File: config.mk
export PLATFORM = sky130hd
export DESIGN_NAME = cam_capture_ctrl
export DESIGN_NICKNAME = d
export VERILOG_FILES = /design/src/rtl/cam_capture_ctrl.sv
export SDC_FILE = /design/constraint.sdc
export NUM_CORES = 1
export LEC_CHECK = 0
export ABC_AREA = 1
export BUFFER_PORTS_ARGS = -buffer_cell sky130_fd_sc_hd__buf_2
export CORE_ASPECT_RATIO = 2
export CORE_MARGIN = 4
export CORE_UTILIZATION = 45
export CTS_CLUSTER_DIAMETER = 80
export DETAILED_ROUTE_END_ITERATION = 12
export PLACE_DENSITY = 0.62
export SETUP_SLACK_MARGIN = 0.02
export SYNTH_ARGS = -nofsm -noshare
export SYNTH_HDL_FRONTEND = slang
export SYNTH_SLANG_ARGS = --single-unit
File: constraint.sdc
create_clock -name clk_w -period 2 [get_ports clk_w]
set_input_delay 0 -clock clk_w [delete_from_list [all_inputs] [get_ports clk_w]]
set_output_delay 0 -clock clk_w [all_outputs]
set_load 0.005 [all_outputs]
File: src/rtl/cam_capture_ctrl.sv
// -----------------------------------------------------------------------------
// cam_capture_ctrl
// Captures one camera frame (RGB565, two bytes per pixel, high byte first)
// into a frame buffer as RGB444 words, one write pulse per pixel.
//
// Ports
//   clk_w      in   pixel clock, also clocks the buffer write port
//   reset      in   asynchronous, active-high reset
//   vsync      in   frame sync, high between frames
//   href       in   line valid, high while the bytes of a line are present
//   px_data    in   camera byte, sampled on every clk_w rise while href=1
//   arm        in   one-cycle capture request (accepted only when idle)
//   cont       in   1 = re-arm automatically after every frame
//   addr_in    out  buffer write address
//   data_in    out  buffer write data (RGB444)
//   regwrite   out  buffer write enable, one pulse per pixel
//   busy       out  capture in progress (also through DONE when re-arming)
//   done       out  one-cycle pulse at frame completion
//   frame_err  out  sticky frame error, cleared by arm or reset
// -----------------------------------------------------------------------------
module cam_capture_ctrl #(
    parameter int AW    = 15,
    parameter int DW    = 12,
    parameter int IMG_W = 160,
    parameter int IMG_H = 120
) (
    input  logic          clk_w,
    input  logic          reset,
    input  logic          vsync,
    input  logic          href,
    input  logic [7:0]    px_data,
    input  logic          arm,
    input  logic          cont,
    output logic [AW-1:0] addr_in,
    output logic [DW-1:0] data_in,
    output logic          regwrite,
    output logic          busy,
    output logic          done,
    output logic          frame_err
);

    // state   | meaning
    // IDLE    | waiting for arm
    // WAIT_VS | armed, waiting for vsync to fall (start of frame)
    // CAPTURE | assembling pixels from byte pairs and writing them
    // DONE    | one-cycle frame completion, then re-arm (cont) or idle
    typedef enum logic [1:0] {
        IDLE    = 2'd0,
        WAIT_VS = 2'd1,
        CAPTURE = 2'd2,
        DONE    = 2'd3
    } state_t;

    // Counters carry one extra count so that "one past the end" is representable
    // and the drop/error checks are plain comparisons.
    localparam int CW = $clog2(IMG_W + 1);
    localparam int LW = $clog2(IMG_H + 1);
    localparam int PW = AW + 1;
    localparam logic [CW-1:0] COL_LIM   = CW'(IMG_W);
    localparam logic [LW-1:0] LINE_LIM  = LW'(IMG_H);
    localparam logic [PW-1:0] PIX_TOTAL = PW'(IMG_W * IMG_H);

    state_t         state_q, state_d;
    logic           vsync_q, href_q;
    logic           phase_q, phase_d;
    logic [7:0]     b1_q, b1_d;
    logic [CW-1:0]  col_q, col_d;
    logic [LW-1:0]  line_q, line_d;
    logic [PW-1:0]  pix_q, pix_d;
    logic [AW-1:0]  addr_q, addr_d;
    logic [DW-1:0]  data_q, data_d;
    logic           wr_q, wr_d;
    logic           err_q, err_d;

    logic vs_fall, vs_rise, href_fall;
    assign vs_fall   = vsync_q & ~vsync;
    assign vs_rise   = ~vsync_q & vsync;
    assign href_fall = href_q & ~href;

    always_ff @(posedge clk_w or posedge reset) begin
        if (reset) begin
            state_q <= IDLE;
            vsync_q <= 1'b0;
            href_q  <= 1'b0;
            phase_q <= 1'b0;
            b1_q    <= '0;
            col_q   <= '0;
            line_q  <= '0;
            pix_q   <= '0;
            addr_q  <= '0;
            data_q  <= '0;
            wr_q    <= 1'b0;
            err_q   <= 1'b0;
        end else begin
            state_q <= state_d;
            vsync_q <= vsync;
            href_q  <= href;
            phase_q <= phase_d;
            b1_q    <= b1_d;
            col_q   <= col_d;
            line_q  <= line_d;
            pix_q   <= pix_d;
            addr_q  <= addr_d;
            data_q  <= data_d;
            wr_q    <= wr_d;
            err_q   <= err_d;
        end
    end

    always_comb begin
        state_d = state_q;
        phase_d = phase_q;
        b1_d    = b1_q;
        col_d   = col_q;
        line_d  = line_q;
        pix_d   = pix_q;
        addr_d  = addr_q;
        data_d  = data_q;
        wr_d    = 1'b0;
        err_d   = err_q;

        unique case (state_q)
            IDLE: begin
                if (arm) begin
                    state_d = WAIT_VS;
                    err_d   = 1'b0;
                end
            end
            WAIT_VS: begin
                if (vs_fall) begin
                    state_d = CAPTURE;
                    phase_d = 1'b0;
                    col_d   = '0;
                    line_d  = '0;
                    pix_d   = '0;
                end
            end
            CAPTURE: begin
                // End of frame wins over any byte presented in the same cycle.
                if (vs_rise) begin
                    state_d = DONE;
                    if (pix_q != PIX_TOTAL) err_d = 1'b1;
                end else if (href) begin
                    if (!phase_q) begin
                        b1_d    = px_data;
                        phase_d = 1'b1;
                    end else begin
                        phase_d = 1'b0;
                        if (col_q < COL_LIM && line_q < LINE_LIM) begin
                            wr_d   = 1'b1;
                            addr_d = pix_q[AW-1:0];
                            // RGB565 -> RGB444: keep the top bits of each channel
                            data_d = DW'({b1_q[7:4], b1_q[2:0], px_data[7], px_data[4:1]});
                            pix_d  = pix_q + PW'(1);
                            col_d  = col_q + CW'(1);
                        end else begin
                            err_d = 1'b1;
                        end
                    end
                end else if (href_fall) begin
                    if (phase_q) err_d = 1'b1;
                    phase_d = 1'b0;
                    col_d   = '0;
                    if (line_q < LINE_LIM) line_d = line_q + LW'(1);
                end
            end
            DONE: begin
                state_d = cont ? WAIT_VS : IDLE;
            end
            default: state_d = IDLE;
        endcase
    end

    assign addr_in   = addr_q;
    assign data_in   = data_q;
    assign regwrite  = wr_q;
    assign frame_err = err_q;
    assign done      = (state_q == DONE);
    // In continuous mode the single DONE cycle is still part of an ongoing
    // capture session, so busy does not drop between frames.
    assign busy      = (state_q == WAIT_VS) || (state_q == CAPTURE) ||
                       ((state_q == DONE) && cont);

endmodule

-- After elaboration in Yosys (flattened, before gate mapping)
Cells that the tools add are included.
- flip-flop bits (word level): 73
- logic and storage cells: 105
- input bits: 14
- order comparisons: 2
- multiplexer cells: 44
- add/subtract/negate cells: 3
- equal/unequal tests: 21
- reductions and logical operators: 15
- bitwise logic cells: 8
- operators with widths (cell ; count):
    $mux 16 ; 5
    $mux 8 ; 6
    $mux 7 ; 5
    $pmux 16 s2 ; 1
    $reduce_and 6->1 ; 4
    $ne 2x2->1 const B ; 10
    $mux 1 ; 19
    $add 16x1->16 const B ; 1
    $ne 16x15->1 const B ; 1
    $pmux 8 s2 ; 1
    $ne 3x3->1 const B ; 5
    $pmux 7 s2 ; 1
    $add 8x1->8 const B ; 1
    $lt 8x8->1 const B ; 1
    $ne 4x4->1 const B ; 2
    $pmux 2 s4 ; 1
    $reduce_and 4->1 ; 2
    $add 7x1->7 const B ; 1
    $lt 7x7->1 const B ; 1
    $mux 2 ; 3
    $not 1->1 ; 5
    $reduce_and 5->1 ; 1
    $eq 2x2->1 const B ; 2
    $pmux 1 s2 ; 2
    other kinds (7) ; 12

-- Logic depth before layout (Yosys ltp)
- depth after elaboration: 7
- gate-level depth with buffers: 10
- depth with buffers taken out: 10

-- Worst setup path after synthesis
OpenSTA, ideal clock, no wires.
- path type: register to register
- start: reg state_q[0]
- end: reg addr_q[7], in the netlist addr_in[7]
- setup slack: 0.388 ns
- arrival time: 1.494 ns
- stages on the path, launching flop included: 10
- path buffers: 2
- path through: dfrtp_1 > inv_1 > ha_1 > buf_4 > nand2_1 > nor2_2 > nand4_4 > buf_2 > nand2_1 > o21ai_2
- cells in the longest elaborated chain, start to end: 2
- ends and longest elaborated chain (what ; line ; source):
    start: declaration ; 63 ; state_t state_q, state_d;
    start signal: assignment ; 95 ; state_q <= state_d;
    $eq 2x2->1 ; 122 ; unique case (state_q)
    $reduce_and 5->1 (no source line) ; -- ;
    end signal: assignment ; 103 ; addr_q <= addr_d;
    end: declaration ; 70 ; logic [AW-1:0] addr_q, addr_d;
No other way between the ends.
A chain may end at the register's enable or synchronous reset.

-- Worst setup path after layout
- start: reg state_q[0]
- end: reg pix_q[0]
- cells in the longest elaborated chain, start to end: 3
- elaborated cells between the ends (all ways): 10
- classes of those cells: 7 x eq/ne; 1 x mux; 2 x reduce/logical
- ends and longest elaborated chain (what ; line ; source):
    $eq 2x2->1 or $eq 2x1->1 (tied branches) ; 122 ;
    $ne 2x2->1 (no source line) or $reduce_bool 2->1 (tied branches) ; -- ;
    $reduce_and 6->1 (no source line) ; -- ;
    end signal: assignment ; 102 ; pix_q <= pix_d;
    end: declaration ; 69 ; logic [PW-1:0] pix_q, pix_d;
Several ways; a longest one is shown, not always the timed one.

==> impl_metrics.env <==
export IMPL_r2r_start="state_q[0]$_DFFE_PP0P_"
export IMPL_cts_sinks=72
export IMPL_grt_max_degree=73
export IMPL_pre_cts_ws_ns=-0.0252
export IMPL_synth_seq_cells=72
export IMPL_drtAntennaViolNets=0
export IMPL_path_class="reg -> reg"
export IMPL_vias=3215
export IMPL_rsz0062_at_grt="yes"
export IMPL_yosysSeqAreaShare_pct=46.6
export IMPL_slew_violations=0
export IMPL_reg2reg_to="pix_q[0]$_DFFE_PP0P_"
export IMPL_slew_headroom_pct=72.8
export IMPL_cts_made_buffers=9
export IMPL_setup_ws_ns=0.168
export IMPL_setup_viol_count_final=0
export IMPL_cts_tree="yes"
export IMPL_die_area_um2=10200
export IMPL_clk_path_buf_depth=2
export IMPL_crit_fanout=16
export IMPL_whs_ns=0.201
export IMPL_fp_dieW_um=73.6
export IMPL_p_per_area_nw_per_um2=1120
export IMPL_mostFrequentLayoutCells="nand2_1, dfrtp_1, inv_1, buf_2, nand3_1"
export IMPL_multi_input_area_um2=1770
export IMPL_tns_ns=0
export IMPL_gp_congestion=0.867
export IMPL_grt_pass1_wl_mm=15.2
export IMPL_worstMarginPinSlew_ns=0.406
export IMPL_finClkSkew_ns=0.00625
export IMPL_netlist_area_um2=3870
export IMPL_routed_wl_mm=8.91
export IMPL_io_pins=45
export IMPL_avgViaCountPerCell=5.02
export IMPL_root_buffer="clkbuf_16"
export IMPL_hp_class="in -> reg"
export IMPL_cp_start_kind="flop"
export IMPL_final_area_um2=4640
export IMPL_rows=47
export IMPL_synth_cell_type_count=30
export IMPL_ys_warn_count=0
export IMPL_intPower_mw=3.39
export IMPL_fillers=808
export IMPL_seq_power_share_pct=35.7
export IMPL_clkTransAtPathRegs_ns=0.06
export IMPL_p_sw_mw=1.80
export IMPL_coreArea_um2=8350
export IMPL_synth_edf_count=0
export IMPL_cp_arrival_ns=2.06
export IMPL_crit_path_end_kind="flop"
export IMPL_syn_to_final_growth_pct=19.8
export IMPL_cts_setup_buffers=0
export IMPL_layout_nets=559
export IMPL_avgSynthCellArea_um2=8.11
export IMPL_final_common_cell="nand2_1"
export IMPL_wl_per_cell_um=13.9
export IMPL_cellLeakagePower_nw=2.34
export IMPL_drt_first_pass_iters=4
export IMPL_clock_latency_ns=0.33
export IMPL_htree_levels=3
export IMPL_status="finished, final reports clean"
export IMPL_drt_initial_drc_count=143
export IMPL_netlist_instances=477
export IMPL_synth_flop_cell="dfrtp_1"
export IMPL_place_area_um2=4190
export IMPL_hold_path_depth=7
export IMPL_required_ns=2.23
export IMPL_antenna_found_initial=0
export IMPL_numPortBuffers=44
export IMPL_grt_pass1_vias=3280
export IMPL_period_share_pct=91.6
export IMPL_async_flop_share_pct=100
export IMPL_rrSetupSlack_ns=0.17
export IMPL_grt_use_total_pct=19.2
export IMPL_fmax_mhz=546
export IMPL_hold_violations=0
export IMPL_diodes=0
export IMPL_swShare_pct=34.7
export IMPL_drc_errors=0
export IMPL_p_clk_share_pct=32.6
export IMPL_fin_crit_ns=1.83
export IMPL_hold_end="frame_err$_DFFE_PP0P_"
export IMPL_cap_violations=0
export IMPL_seq_area_um2=1800
export IMPL_drive_above_1_share_pct=20.5
export IMPL_combPwrFrac_pct=31.7
export IMPL_syn_nets=499
export IMPL_start_util_pct=46.3
export IMPL_rr_worst_depth=8
export IMPL_crit_start="state_q[0]$_DFFE_PP0P_"
export IMPL_post_dp_hpwl_mm=6.63
export IMPL_grt_overflow=0
export IMPL_min_delay_start="arm"
export IMPL_vdd_drop_max_mv=0.617
export IMPL_chipHeight_um=139
## what timing repair did
| action | CTS | global route |
|---|---|---|
| hold buffers | 12 | 0 |
| endpoints found under the hold margin | 87 | 0 |
| gates resized for setup | 1 | 2 |
| endpoints found under the setup margin | 6 | 10 |
| cloned | 0 | 0 |
## sequential cells by signal (all words and copies together) (netlist names)
name,count
col_q,8
phase_q,1
frame_err,1
href_q,1
pix_q,16
vsync_q,1
data_in,12
line_q,7
b1_q,7
state_q,2
regwrite,1
addr_in,15
## cells in the mapped netlist (2+ instances only)
| cell type | number | area, um2 |
|---|---|---|
| nand2_1 | 159 | 597 |
| dfrtp_1 | 72 | 1800 |
| inv_1 | 48 | 180 |
| nand3_1 | 35 | 175 |
| nor2_1 | 33 | 124 |
| o21ai_2 | 19 | 166 |
| nand4_1 | 15 | 93.8 |
| o21ai_0 | 15 | 75.1 |
| o21ai_1 | 15 | 75.1 |
| ha_1 | 8 | 100 |
| xor2_1 | 8 | 70.1 |
| buf_6 | 6 | 67.6 |
| a21oi_1 | 4 | 20.0 |
| nand2_2 | 4 | 25.0 |
| or2_2 | 4 | 25.0 |
| buf_2 | 3 | 15.0 |
| buf_4 | 3 | 22.5 |
| clkbuf_1 | 3 | 11.3 |
| inv_2 | 3 | 11.3 |
| nand4_4 | 3 | 63.8 |
| nor3_1 | 3 | 15.0 |
| o21bai_1 | 3 | 22.5 |
| mux2_2 | 2 | 22.5 |
| nand3_2 | 2 | 20.0 |
| nor2_2 | 2 | 12.5 |
## cells by family (layout without fill, tap and decap cells)
group	count (synthesis)	count (layout)	synth area share, %
AND/OR/NAND/NOR	263	263	30.6
flip-flops	72	72	46.6
buffers and inverters	66	131	7.96
AO/OA/AOI/OAI	58	58	9.86
adder cells (fa/ha/maj)	8	8	2.59
XOR/XNOR	8	8	1.81
multiplexers	2	2	0.582
## stage by stage
step	instances	power [mW]	utilization, %
4_1_cts	640	5.26	55.4
6_report	640	5.19	55.5
5_1_grt	640	5.54	55.5
3_5_place_dp	612	3.52	50.2
2_1_floorplan	477	3.05	-
3_3_place_gp	612	3.49	50.2
## area by class of cell
cell class                      count  share of cell area (%)
Sequential cell                    72                    38.9
Clock inverter                      5                    1.75
Multi-Input combinational cell    339                    38.1
Tap cell                           98                    2.65
Inverter                           51                    4.13
Timing Repair Buffer               64                    9.45
Clock buffer                       11                    5.02
## power by group through the flow
stage | clock network (mW) | logic [mW] | registers [mW]
global route | 1.78 | 1.88 | 1.88
CTS | 1.74 | 1.67 | 1.86
global placement | 0 | 1.62 | 1.87
floorplan | 0 | 1.19 | 1.86
detailed placement | 0 | 1.64 | 1.88
finish | 1.69 | 1.65 | 1.86
## how the worst max path moves through the flow
stage | end | cells after the start | slack, ns
after floorplan | addr_in[0]$_DFFE_PP0P_ | 1 | 0.18
after global placement | col_q[4]$_DFFE_PP0P_ | 9 | 0.03
after CTS | col_q[4]$_DFFE_PP0P_ | 9 | 0.08
after global routing | pix_q[1]$_DFFE_PP0P_ | 8 | 0.007
final | pix_q[0]$_DFFE_PP0P_ | 8 | 0.17
after detailed placement | col_q[4]$_DFFE_PP0P_ | 9 | -0.03
## metal layers
layer	global-route usage, %	routed length [um]	part of all wire (%)
met5	0	0	0
met4	9.26	287	3.2
met3	4.21	336	3.8
met2	34.6	4930	55
met1	19.9	3360	38
## critical path, cell delays in order, from the launching register on
cell,delay [ns]
dfrtp_1,0.40
inv_1,0.13
ha_2,0.31
nand2_1,0.14
nand2_1,0.15
nand4_4,0.23
buf_12,0.23
nand2_1,0.07
o21ai_2,0.05
Note: power is estimated with default switching activity, not from simulation.
